## src/rtl/uart_bridge_pkg.sv

```systemverilog
`default_nettype none
// ------------------------------------------------------------------
// uart_bridge_pkg : shared types, constants and CRC-8 helper for the
// UART-AXI4 bridge front end.                               rev 1.0
// ------------------------------------------------------------------
package uart_bridge_pkg;

  typedef enum logic [2:0] {
    HUNT = 3'd0,
    CMD  = 3'd1,
    ADDR = 3'd2,
    DATA = 3'd3,
    CRC  = 3'd4,
    OUT  = 3'd5
  } frame_state_t;

  typedef enum logic [1:0] {
    ERR_CRC     = 2'd0,
    ERR_TIMEOUT = 2'd1,
    ERR_RX      = 2'd2,
    ERR_OVERRUN = 2'd3
  } err_code_t;

  localparam logic [7:0] SOF_DEFAULT = 8'hA5;
  localparam logic [7:0] CRC8_POLY   = 8'h07;

  // One byte of CRC-8, MSB first, no reflection, no final xor.
  function automatic logic [7:0] crc8_update(input logic [7:0] crc, input logic [7:0] data);
    logic [7:0] c;
    c = crc ^ data;
    for (int i = 0; i < 8; i++) begin
      c = c[7] ? ((c << 1) ^ CRC8_POLY) : (c << 1);
    end
    return c;
  endfunction

endpackage
`default_nettype wire

```

## src/rtl/uart_inter_byte_timer.sv

```systemverilog
`default_nettype none
// ------------------------------------------------------------------
// uart_inter_byte_timer : loadable down-counter, expire while at 1.
// A LOAD_VALUE of 0 never expires.                          rev 1.0
// ------------------------------------------------------------------
module uart_inter_byte_timer #(
  parameter int unsigned LOAD_VALUE = 50000
) (
  input  logic clk,
  input  logic rst,
  input  logic clear,
  input  logic load,
  output logic expire
);

  localparam int unsigned CNT_W = (LOAD_VALUE < 2) ? 1 : $clog2(LOAD_VALUE + 1);
  localparam logic [CNT_W-1:0] LOAD_CNT = CNT_W'(LOAD_VALUE);
  localparam logic [CNT_W-1:0] ONE      = CNT_W'(1);

  logic [CNT_W-1:0] count;

  always_ff @(posedge clk) begin
    if (rst || clear) begin
      count <= '0;
    end else if (load) begin
      count <= LOAD_CNT;
    end else if (count != '0) begin
      count <= count - ONE;
    end
  end

  // Expiry depends only on the register so the FSM can use it without a comb loop.
  assign expire = (count == ONE);

endmodule
`default_nettype wire

```

## src/rtl/uart_rx_frame_ctrl.sv

```systemverilog
`default_nettype none
// ------------------------------------------------------------------
// uart_rx_frame_ctrl : assembles UART bytes into CRC-checked command
// frames and hands them to the AXI master with valid/ready.  rev 1.0
// ------------------------------------------------------------------
module uart_rx_frame_ctrl
  import uart_bridge_pkg::*;
#(
  parameter int unsigned CLK_FREQ_HZ = 50_000_000,
  parameter int unsigned TIMEOUT_US  = 1000,
  parameter logic [7:0]  SOF_BYTE    = SOF_DEFAULT
) (
  input  logic        clk,
  input  logic        rst,
  input  logic [7:0]  rx_data,
  input  logic        rx_valid,
  input  logic        rx_error,
  output logic        cmd_valid,
  input  logic        cmd_ready,
  output logic        cmd_write,
  output logic [6:0]  cmd_tag,
  output logic [31:0] cmd_addr,
  output logic [31:0] cmd_wdata,
  output logic        err_pulse,
  output logic [1:0]  err_code,
  output logic        busy
);

  // 64-bit product: microseconds times hertz overflows 32 bits.
  localparam longint unsigned TIMEOUT_CYCLES =
    (64'(TIMEOUT_US) * 64'(CLK_FREQ_HZ)) / 64'd1_000_000;

  frame_state_t state, state_n;
  logic [1:0]   idx, idx_n;
  logic [7:0]   crc_acc, crc_n;
  logic [7:0]   cmd_byte, cmd_byte_n;
  logic [31:0]  addr_sr, addr_sr_n;
  logic [31:0]  data_sr, data_sr_n;
  err_code_t    err_code_r, err_code_n;
  logic         err_pulse_n;
  logic         cmd_write_n;
  logic [6:0]   cmd_tag_n;
  logic [31:0]  cmd_addr_n, cmd_wdata_n;
  logic         discard;
  err_code_t    discard_code;
  logic         in_frame, frame_active_n, expire;

  assign in_frame       = state inside {CMD, ADDR, DATA, CRC};
  assign frame_active_n = state_n inside {CMD, ADDR, DATA, CRC};

  uart_inter_byte_timer #(
    .LOAD_VALUE(32'(TIMEOUT_CYCLES))
  ) u_timer (
    .clk   (clk),
    .rst   (rst),
    .clear (!frame_active_n),
    .load  (rx_valid && frame_active_n),
    .expire(expire)
  );

  always_comb begin
    state_n      = state;
    idx_n        = idx;
    crc_n        = crc_acc;
    cmd_byte_n   = cmd_byte;
    addr_sr_n    = addr_sr;
    data_sr_n    = data_sr;
    err_code_n   = err_code_r;
    err_pulse_n  = 1'b0;
    cmd_write_n  = cmd_write;
    cmd_tag_n    = cmd_tag;
    cmd_addr_n   = cmd_addr;
    cmd_wdata_n  = cmd_wdata;
    discard      = 1'b0;
    discard_code = ERR_CRC;

    // A byte on the expiry cycle wins over the timeout.
    if (in_frame && rx_valid && rx_error) begin
      discard      = 1'b1;
      discard_code = ERR_RX;
    end else if (in_frame && !rx_valid && expire) begin
      discard      = 1'b1;
      discard_code = ERR_TIMEOUT;
    end else begin
      case (state)
        HUNT: begin
          if (rx_valid && !rx_error && rx_data == SOF_BYTE) state_n = CMD;
        end
        CMD: begin
          if (rx_valid) begin
            cmd_byte_n = rx_data;
            crc_n      = crc8_update(8'h00, rx_data);
            idx_n      = 2'd0;
            state_n    = ADDR;
          end
        end
        ADDR: begin
          if (rx_valid) begin
            addr_sr_n = {rx_data, addr_sr[31:8]};
            crc_n     = crc8_update(crc_acc, rx_data);
            idx_n     = idx + 2'd1;
            if (idx == 2'd3) state_n = cmd_byte[7] ? DATA : CRC;
          end
        end
        DATA: begin
          if (rx_valid) begin
            data_sr_n = {rx_data, data_sr[31:8]};
            crc_n     = crc8_update(crc_acc, rx_data);
            idx_n     = idx + 2'd1;
            if (idx == 2'd3) state_n = CRC;
          end
        end
        CRC: begin
          if (rx_valid) begin
            if (rx_data == crc_acc) begin
              state_n     = OUT;
              cmd_write_n = cmd_byte[7];
              cmd_tag_n   = cmd_byte[6:0];
              cmd_addr_n  = addr_sr;
              cmd_wdata_n = cmd_byte[7] ? data_sr : 32'h0;
            end else begin
              discard      = 1'b1;
              discard_code = ERR_CRC;
            end
          end
        end
        OUT: begin
          if (cmd_ready) begin
            // Accepted this cycle; a concurrent byte is judged as if in HUNT.
            state_n = HUNT;
            if (rx_valid && !rx_error && rx_data == SOF_BYTE) state_n = CMD;
          end else if (rx_valid) begin
            err_pulse_n = 1'b1;
            err_code_n  = ERR_OVERRUN;
          end
        end
        default: state_n = HUNT;
      endcase
    end

    if (discard) begin
      state_n     = HUNT;
      idx_n       = 2'd0;
      crc_n       = 8'h00;
      cmd_byte_n  = 8'h00;
      addr_sr_n   = 32'h0;
      data_sr_n   = 32'h0;
      err_pulse_n = 1'b1;
      err_code_n  = discard_code;
    end
  end

  always_ff @(posedge clk) begin
    if (rst) begin
      state      <= HUNT;
      idx        <= 2'd0;
      crc_acc    <= 8'h00;
      cmd_byte   <= 8'h00;
      addr_sr    <= 32'h0;
      data_sr    <= 32'h0;
      err_code_r <= ERR_CRC;
      err_pulse  <= 1'b0;
      cmd_valid  <= 1'b0;
      cmd_write  <= 1'b0;
      cmd_tag    <= 7'h0;
      cmd_addr   <= 32'h0;
      cmd_wdata  <= 32'h0;
      busy       <= 1'b0;
    end else begin
      state      <= state_n;
      idx        <= idx_n;
      crc_acc    <= crc_n;
      cmd_byte   <= cmd_byte_n;
      addr_sr    <= addr_sr_n;
      data_sr    <= data_sr_n;
      err_code_r <= err_code_n;
      err_pulse  <= err_pulse_n;
      cmd_valid  <= (state_n == OUT);
      cmd_write  <= cmd_write_n;
      cmd_tag    <= cmd_tag_n;
      cmd_addr   <= cmd_addr_n;
      cmd_wdata  <= cmd_wdata_n;
      busy       <= (state_n != HUNT);
    end
  end

  assign err_code = err_code_r;

endmodule
`default_nettype wire

```

## config.mk

```make
export PLATFORM = sky130hd
export DESIGN_NAME = uart_rx_frame_ctrl
export DESIGN_NICKNAME = d
export VERILOG_FILES = /design/src/rtl/uart_bridge_pkg.sv /design/src/rtl/uart_inter_byte_timer.sv /design/src/rtl/uart_rx_frame_ctrl.sv
export SDC_FILE = /design/constraint.sdc
export NUM_CORES = 1
export LEC_CHECK = 0
export ABC_AREA = 1
export CORE_MARGIN = 1
export CORE_UTILIZATION = 56
export DETAILED_ROUTE_END_ITERATION = 16
export PLACE_DENSITY = 0.9
export SYNTH_ARGS = -nofsm -noshare
export SYNTH_HDL_FRONTEND = slang
export SYNTH_HIERARCHICAL = 1
export SYNTH_SLANG_ARGS = --single-unit
```

## constraint.sdc

```tcl
create_clock -name clk -period 4.07 [get_ports clk]
set_input_delay 1.221 -clock clk [delete_from_list [all_inputs] [get_ports clk]]
set_output_delay 1.221 -clock clk [all_outputs]
set_load 0.01 [all_outputs]
```

## Word level (Yosys, flattened, before mapping)

Index checks and enable logic that the tools add are counted.

- Mux-type cells: 59
- Add/subtract/negate cells: 2
- Reductions and logical operators: 29
- Bitwise gates (word level): 19
- Eq/ne operators: 19

Operator list:

| kind | number |
|---|---|
| $mux 3 | 29 |
| $not 3->3 | 16 |
| $mux 16 | 2 |
| $mux 32 | 1 |
| $mux 2 | 9 |
| $pmux 3 s6 | 1 |
| $eq 16x1->1 const B | 1 |
| $mux 8 | 2 |
| $pmux 8 s2 | 1 |
| $reduce_bool 16->1 | 1 |
| $sub 16x1->16 const B | 1 |
| $reduce_and 5->1 | 3 |
| $mux 1 | 13 |
| $eq 3x2->1 const B | 4 |
| $eq 3x3->1 const B | 4 |
| $reduce_and 4->1 | 3 |
| $eq 8x8->1 | 1 |
| $eq 8x8->1 const B | 1 |
| $reduce_bool 2->1 | 4 |
| $reduce_bool 4->1 | 2 |
| $xor 8x8->8 | 1 |
| $logic_and 1x1->1 | 7 |
| $eq 3x1->1 const B | 2 |
| $ne 2x2->1 const B | 3 |
| other kinds (10) | 16 |

- Output and inout port bits: 77
- Register bits after elaboration: 178
- Input port bits: 13
- Logic and storage cells: 144

## Depth between registers and ports, before layout

- Depth in word-level cells: 19
- Depth in mapped cells: 19
- Gate-level depth less buffers: 19

## By module

Netlist, hierarchy kept.

By module, submodules not included:

| module | cells an instance | instances | sequential area each (µm²) | area each (µm²) |
|---|---|---|---|---|
| uart_rx_frame_ctrl | 889 | 1 | 3243.1 | 6531.3 |
| uart_inter_byte_timer | 138 | 1 | 320.3 | 910.9 |

## Least setup slack after synthesis

Ideal clock, no wire load.

- Path type: input -> register
- Start point: input rx_data[5]
- End point: register u_timer.count[2]
- Setup time: 0.078 ns
- Path slack: 0.855 ns
- Required time: 3.992 ns
- Data arrival time: 3.137 ns
- Buffers on the path: 1
- Stages: 15
- Cells stage by stage: clkbuf_1 xnor2_1 ha_1 nand3_1 nor2_1 nand3_1 nand3_1 nand2_1 nand3_1 nand2_1 nor2_1 inv_1 nor2_1 inv_1 nor3_1

- Longest elaborated chain between the ends: 13
- Elaborated cells on any way between the ends: 26
- Those cells by class: eq/ne (6); mux (14); reduce/logical (6)

RTL lines:

| element | RTL line | text |
|---|---|---|
| start: declaration | uart_rx_frame_ctrl.sv:15 | `input logic [7:0] rx_data,` |
| $eq 8x8->1 | uart_rx_frame_ctrl.sv:87, uart_rx_frame_ctrl.sv:131 |  |
| $logic_and 1x1->1 | uart_rx_frame_ctrl.sv:87, uart_rx_frame_ctrl.sv:131 |  |
| $mux 1 | uart_rx_frame_ctrl.sv:131 | `if (rx_valid && !rx_error && rx_data == SOF_BYTE) state_n = CMD;` |
| $mux 3 | uart_rx_frame_ctrl.sv:128 | `if (cmd_ready) begin` |
| $pmux 3 s6 | uart_rx_frame_ctrl.sv:85 | `case (state)` |
| $mux 3 | uart_rx_frame_ctrl.sv:81 | `end else if (in_frame && !rx_valid && expire) begin` |
| $mux 3 | uart_rx_frame_ctrl.sv:78 | `if (in_frame && rx_valid && rx_error) begin` |
| $mux 3 * | uart_rx_frame_ctrl.sv:141 | `if (discard) begin` |
| $eq 3x1->1 (tied with other cells) | uart_rx_frame_ctrl.sv:49 | `assign frame_active_n = state_n inside {CMD, ADDR, DATA, CRC};` |
| $reduce_bool 4->1 * | uart_rx_frame_ctrl.sv:49 |  |
| $logic_not 1->1 | uart_rx_frame_ctrl.sv:56 | `.clear (!frame_active_n),` |
| $logic_or 1x1->1 | uart_inter_byte_timer.sv:23 | `if (rst \|\| clear) begin` |
| $reduce_or 2->1 (no source line) * | -- |  |
| end signal: assignment | uart_inter_byte_timer.sv:28 | `count <= count - ONE;` |
| end: declaration | uart_inter_byte_timer.sv:20 | `logic [CNT_W-1:0] count;` |

Mark *: on every way between the ends. The rest lies on a longest branch, timed or not.
A chain may end at the register's enable or synchronous reset.

## Final worst setup path

- Start point: input rx_data[6]
- End point: register u_timer.count[2]

The elaborated chain is that of the path after synthesis.

==> key figures <==
Outcome
  • Status: completed

Power and ir drop
  • Cell area power density: 385 mW/mm2
  • Leak Pwr: 3.38 nW
  • Power Total: 0.00347 W
  • Peak VDD IR: 0.000243 V

Yosys
  • Post-synthesis sequential area ratio: 47.9%
  • Proportion of netlist area held by the largest area contributor: 47.9%
  • Synthesized area per cell: 7.25 um2
  • Number of synthesized flops with an enable pin: 0
  • Main area contributors after synthesis: dfxtp_1 48%, nand2_1 17%, a21oi_1 11%
  • Synthesized area: 0.00744 mm2
  • Dominant cell type by area after synthesis: dfxtp_1
  • Syn_nets: 1049
  • FFs w/ async S/R, synth: 0%
  • Synth warnings: 6
  • Main synth FF type: dfxtp_1
  • Seq cells post-synth: 178
  • Post-synthesis cell type count: 30
  • Post-Syn Instances: 1027

Hold path
  • Worst hold path class: reg2reg
  • WHS Path Cells: 2
  • Min-delay src: cmd_byte[5]
  • Hold EP: cmd_byte[5]

STA
  • RSZ-0062 raised after global routing: no
  • Fmax: 0.273 GHz
  • Period utilisation layout: 90.0%
  • Max_slew headroom: 46.4%
  • Clk_skew: 6.24 ps
  • Final Slew Violations: 0
  • Final Hold Fails: 0
  • Worst-Margin Slew: 801 ps
  • Setup TNS: 0 ps
  • Setup violations, final: 0
  • Crit path time final: 3660 ps

Global routing
  • Largest net degree at the start of global routing: 73
  • Initial antenna violation count: 0
  • Met2 usage: 43.9%
  • GR peak layer: met2
  • Total Routing Usage GR: 26.6%
  • Met1 usage: 34.8%
  • Number of global-route vias before repair: 6172
  • GR Util met3: 5.10%
  • Global-route wire length before repair: 28700 um
  • Remaining global-route overflow: 0

Final layout
  • Final std cells w/o fill: 1281
  • Synthesis-to-finish area growth: 20.9%
  • Antenna cells: 0
  • Layout Nets: 1118
  • Share of layout cells above drive strength 1: 6.85%
  • Seq. cell area: 0.00356 mm2
  • Multi-input gate area: 0.00340 mm2
  • Final-layout fill cell count: 1010
  • Non-Filler Cell Area, Final: 0.00900 mm2

CTS
  • Resize count post-CTS: 0
  • Clock tree sinks: 178
  • Hold bufs inserted after CTS: 0
  • CTS tree: built
  • Post-CTS Setup Inserts: 0
  • CTS root buf: clkbuf_16
  • CTS buffer count: 17
  • Worst skew pair latency: 430 ps
  • Number of H-tree levels: 4
  • Clock-pin slew on the worst setup and hold paths: 70 ps
  • Clock buffer depth: 2

Placement
  • Total placed instance area: 0.00842 mm2
  • Port buffer count: 89
  • Dpl cells: 1249
  • HPWL Detailed: 11700 um
  • Placer's final routability congestion estimate: 0.898

Route
  • Initial DRC count: 830
  • WL final: 17500 um
  • Total number of vias: 6890
  • Drt first pass iters: 6
  • WL/cell: 13.6 um
  • Vias per cell: 5.38
  • Final ANT Viol Nets: 0
  • DRC violations left: 0

Critical path
  • Reg2Reg Capture Point: u_timer/count[2]
  • Setup CP Type: in2reg
  • WP data required: 4420 ps
  • Worst EP arrival: 4020 ps
  • R2R Setup Slk: 1360 ps
  • Worst reg2reg path depth: 19
  • Worst setup EP type: flip-flop
  • Reg2reg start: u_timer/count[10]
  • Critical Path Start Type: input pin
  • Max FO, Critical Path: 8

Floorplan
  • Total core area: 0.0128 mm2
  • Rows: 41
  • Boundary Pins: 90
  • Initial core utilization: 58.3%
  • Die Ht: 117 um
  • Die Width: 117 um
  • Die area: 0.0138 mm2

Run
  • Max-cap viol count: 0
-- per-layer routing --
layer | part of all wire (%) | vias up
met1 | 45 | 3167
met3 | 5.8 | 33
met4 | 1.7 | 0
met2 | 48 | 236
met5 | 0 | -
li1 | - | 3454
-- stage by stage --
| step | utilization (%) | hold slack [ps] | setup slack (ps) |
|---|---|---|---|
| after floorplan | - | 423 | 855 |
| after global placement | 65.9 | 435 | 152 |
| after detailed placement | 65.9 | 439 | 42.1 |
| after CTS | 70.5 | 449 | 460 |
| after global routing | 70.5 | 469 | 194 |
| final | 70.5 | 451 | 405 |
-- power breakdown --
group,switching (W),internal (W)
Clock,0.000713,0.000889
Sequential,0.0000000963,0.00174
Combinational,0.0000813,0.0000436
Total,0.000795,0.00267
-- how the worst max path moves through the flow --
stage / from / to / cells past startpoint
2_1_floorplan: rx_data[5] / u_timer/count[2] / 15
3_3_place_gp: rx_data[6] / u_timer/count[7] / 14
3_5_place_dp: rx_data[6] / u_timer/count[2] / 14
4_1_cts: rx_data[6] / u_timer/count[2] / 14
5_1_grt: rx_data[6] / u_timer/count[7] / 14
6_report: rx_data[6] / u_timer/count[2] / 14
-- state kept, by name, indices dropped and copies added (netlist names), 2 cells and up --
name,flops
cmd_wdata,32
u_timer/count,16
idx,2
cmd_byte,8
data_sr,32
addr_sr,32
err_code,2
crc_acc,8
cmd_tag,7
cmd_addr,32
state,3
-- cells in the final DEF, fill, tap and decap left out, drive strengths merged --
cell and instances:
a21oi 169, a31oi 4, and2 2, and3 1
buf 18, bufinv 1, clkbuf 19, clkdlybuf4s50 88
clkinv 4, clkinvlp 1, dfxtp 178, ha 9
inv 62, nand2 346, nand3 72, nand3b 2
nand4 3, nor2 72, nor3 6, o21ai 29
o31ai 1, or2 4, xnor2 12, xor2 6
-- synthesized netlist by cell type (6+ instances only) --
library cell,n
ha_1,9
buf_2,15
buf_4,12
nor2_2,7
nand3_1,72
o21ai_0,25
clkbuf_1,28
a21oi_1,169
nor2_1,63
xor2_1,6
dfxtp_1,178
nand2_1,344
nor3_1,6
inv_1,46
xnor2_1,12
inv_2,9
-- cell type report --
type                    count  share of cell area [%]
flip-flops and latches    178                    39.6
multi-input cells         738                    37.8
well taps                 172                    2.39
inverters                  55                    2.29
clock inverters            13                    1.38
clock buffers              19                    5.03
repair buffers            106                    11.5
-- critical path, cell delays in order --
cell and delay, ps:
clkdlybuf4s50_1 490, xnor2_1 540, ha_1 260, nand3_1 90, nand3b_1 160, nand2_1 90, nand4_1 140, nand3_1 150
nand2_1 90, nor2_1 100, inv_1 120, nor2_1 160, inv_1 180, nor3_1 220
-- kinds of logic after synthesis --
logic type	share of synthesized area [%]
adders and majority gates	1.51
xor gates and xnor gates	2.12
DFF	47.9
and+or+nand+nor	28.0
buffers and inverters	6.56
AOI/OAI and AO/OA	13.9
Power figures use the tool's default switching activity.
==> edit (same flow settings) <==
The output `err_pulse` loses its register stage (`err_pulse` becomes a continuous assignment).
--- a/src/rtl/uart_rx_frame_ctrl.sv
+++ b/src/rtl/uart_rx_frame_ctrl.sv
@@ -161,3 +161,2 @@
       err_code_r <= ERR_CRC;
-      err_pulse  <= 1'b0;
       cmd_valid  <= 1'b0;
@@ -176,3 +175,2 @@
       err_code_r <= err_code_n;
-      err_pulse  <= err_pulse_n;
       cmd_valid  <= (state_n == OUT);
@@ -186,2 +184,4 @@
 
+  assign err_pulse = err_pulse_n;
+
   assign err_code = err_code_r;
Function: changed (a bounded check fails within 4 cycles, from zero or initial values and one cycle with rst high).
==> edit against the unedited design <==
- sequential cell count is 1 lower
- final area is 2.3% higher
- worst setup slack worse by 0.29 ns
- power is 2.7% higher
- wire length is 4.6% higher
- via count is 1.9% higher
- final cell count is 1.3% higher
- area after synthesis is 0.18% lower
- largest cell class unchanged
==> edit: results (changes against the unedited design) <==
Synth Net Count 1046 (was 1049); Final Skew 0.0106 ns (was 0.00624 ns); Routability Congestion 0.897 (was 0.898); CP max-delay cell dlygate4sd2_1 (was xnor2_1); first-pass GRT wire length 29.8 mm (was 28.7 mm); R2R Setup Slk 1.27 ns (was 1.36 ns); top post-synthesis cells by area dfxtp_1, nand2_1, a21oi_1 (unchanged); First DRT Iteration DRCs 581 (was 830); worst reg2reg startpoint u_timer/count[8] (was u_timer/count[10]); largest stage delay on the critical path 0.26 ns (was 0.54 ns); GRT Overall Usage 28.2% (was 26.6%); peak supply drop 0.000246 V (was 0.000243 V); Syn Area/Cell 7.25 sq um (about the same); status completed (unchanged); IO Port Bufs 89 (unchanged); Clk Latency, worst-skew pair 0.44 ns; layout cells sized above 1 9.41% (was 6.85%); Layout Nets 1135 (was 1118); Pre-antenna DRT Iters 5 (was 6); Slew Limit Headroom 31.5% (was 46.4%); WL per Instance 14.1 microns (was 13.6 microns); CP startpoint rx_data[4] (was rx_data[6]); vias in the first global route 6318 (was 6172); r2r worst-path depth 20 (was 19); sequential share of the synthesized area 47.7% (was 47.9%); vias per inst 5.41 (was 5.38); largest net degree at the start of global routing 81 (was 73); Worst EP arrival 2.73 ns (was 4.02 ns); HPWL Detailed 11.9 mm (was 11.7 mm); Post-synth top cells nand2_1, dfxtp_1, a21oi_1, nand3_1, nor2_1 (unchanged); crit-path max FO 2 (was 8); worst hold slack 0.449 ns (was 0.451 ns); R2R Path End u_timer/count[2] (unchanged); Leakage Power 3.51 nW (was 3.38 nW); final non-filler cell total 1298 (was 1281)
## edit: changes by cell type after synthesis, sizes merged
cell    unedited run  this run
a21oi            169       167
o21ai             29        28
buf               28        24
nand3             72        74
clkbuf            28        33
a31oi              4         5
inv               55        54
nor2              72        70
dfxtp            178       177
## edit: timing repair
action | in CTS | in global routing
buffers inserted | 2 | 0
endpoints found under the setup margin | 1 | 1
gates cloned | 0 | 0
gates resized for setup | 15 | 0
pin swaps | 3 | 1
## edit: power groups by stage
| stage | registers, W | clock network [W] | logic, W |
|---|---|---|---|
| after floorplan | 0.00177 | 0 | 0.0000813 |
| after global placement | 0.00177 | 0 | 0.000130 |
| after detailed placement | 0.00177 | 0 | 0.000131 |
| after CTS | 0.00173 | 0.00170 | 0.000133 |
| after global routing | 0.00173 | 0.00179 | 0.000149 |
| final | 0.00173 | 0.00169 | 0.000135 |
## edit: cell families after synthesis
group                    Yosys count  synth area share (%)
AO/OA/AOI/OAI                    201                  13.9
XOR/XNOR                          18                  2.12
adder cells (fa/ha/maj)            9                  1.52
buffers and inverters            111                  6.43
flip-flops                       177                  47.7
AND/OR/NAND/NOR                  508                  28.4
## edit: per-layer routing
| metal | part of all wire, % | vias to the layer above | routed length [microns] | track usage (%) |
|---|---|---|---|---|
| met5 | 0 | - | 0 | 0 |
| met4 | 2.4 | 0 | 437 | 11.4 |
| met1 | 44 | 3262 | 8030 | 36.3 |
| met3 | 5.1 | 44 | 938 | 5.30 |
| met2 | 48 | 233 | 8850 | 46.5 |
| li1 | - | 3485 | - | - |
## edit: through the flow
stage	TNS (ns)	setup WS (ns)	instance area, sq um	power, W
after CTS	0	0.147	9210	0.00357
after global placement	-0.427	-0.427	8540	0.00190
after global routing	0	0.00774	9210	0.00366
after detailed placement	-0.457	-0.457	8540	0.00190
after floorplan	0	0.381	7430	0.00185
final	0	0.114	9210	0.00356
## edit: layout make-up
cell class / count / area, sq um
Clock buffer: 19 / 453
Clock inverter: 13 / 166
Fill cell: 931 / 3570
Inverter: 54 / 203
Multi-Input combinational cell: 736 / 3450
Sequential cell: 177 / 3540
Tap cell: 172 / 215
Timing Repair Buffer: 127 / 1180
## edit: worst max-delay path, delay by kind of cell
family,cells,cell delay [ns]
xor gates and xnor gates,1,0.15
buffers and inverters,4,0.64
adders and majority gates,1,0.18
and+or+nand+nor,5,0.54
## edit: how the worst max path moves through the flow
stage and endpoint:
2_1_floorplan err_pulse, 6_report err_pulse, 3_3_place_gp err_pulse, 3_5_place_dp err_pulse, 4_1_cts err_pulse, 5_1_grt err_pulse
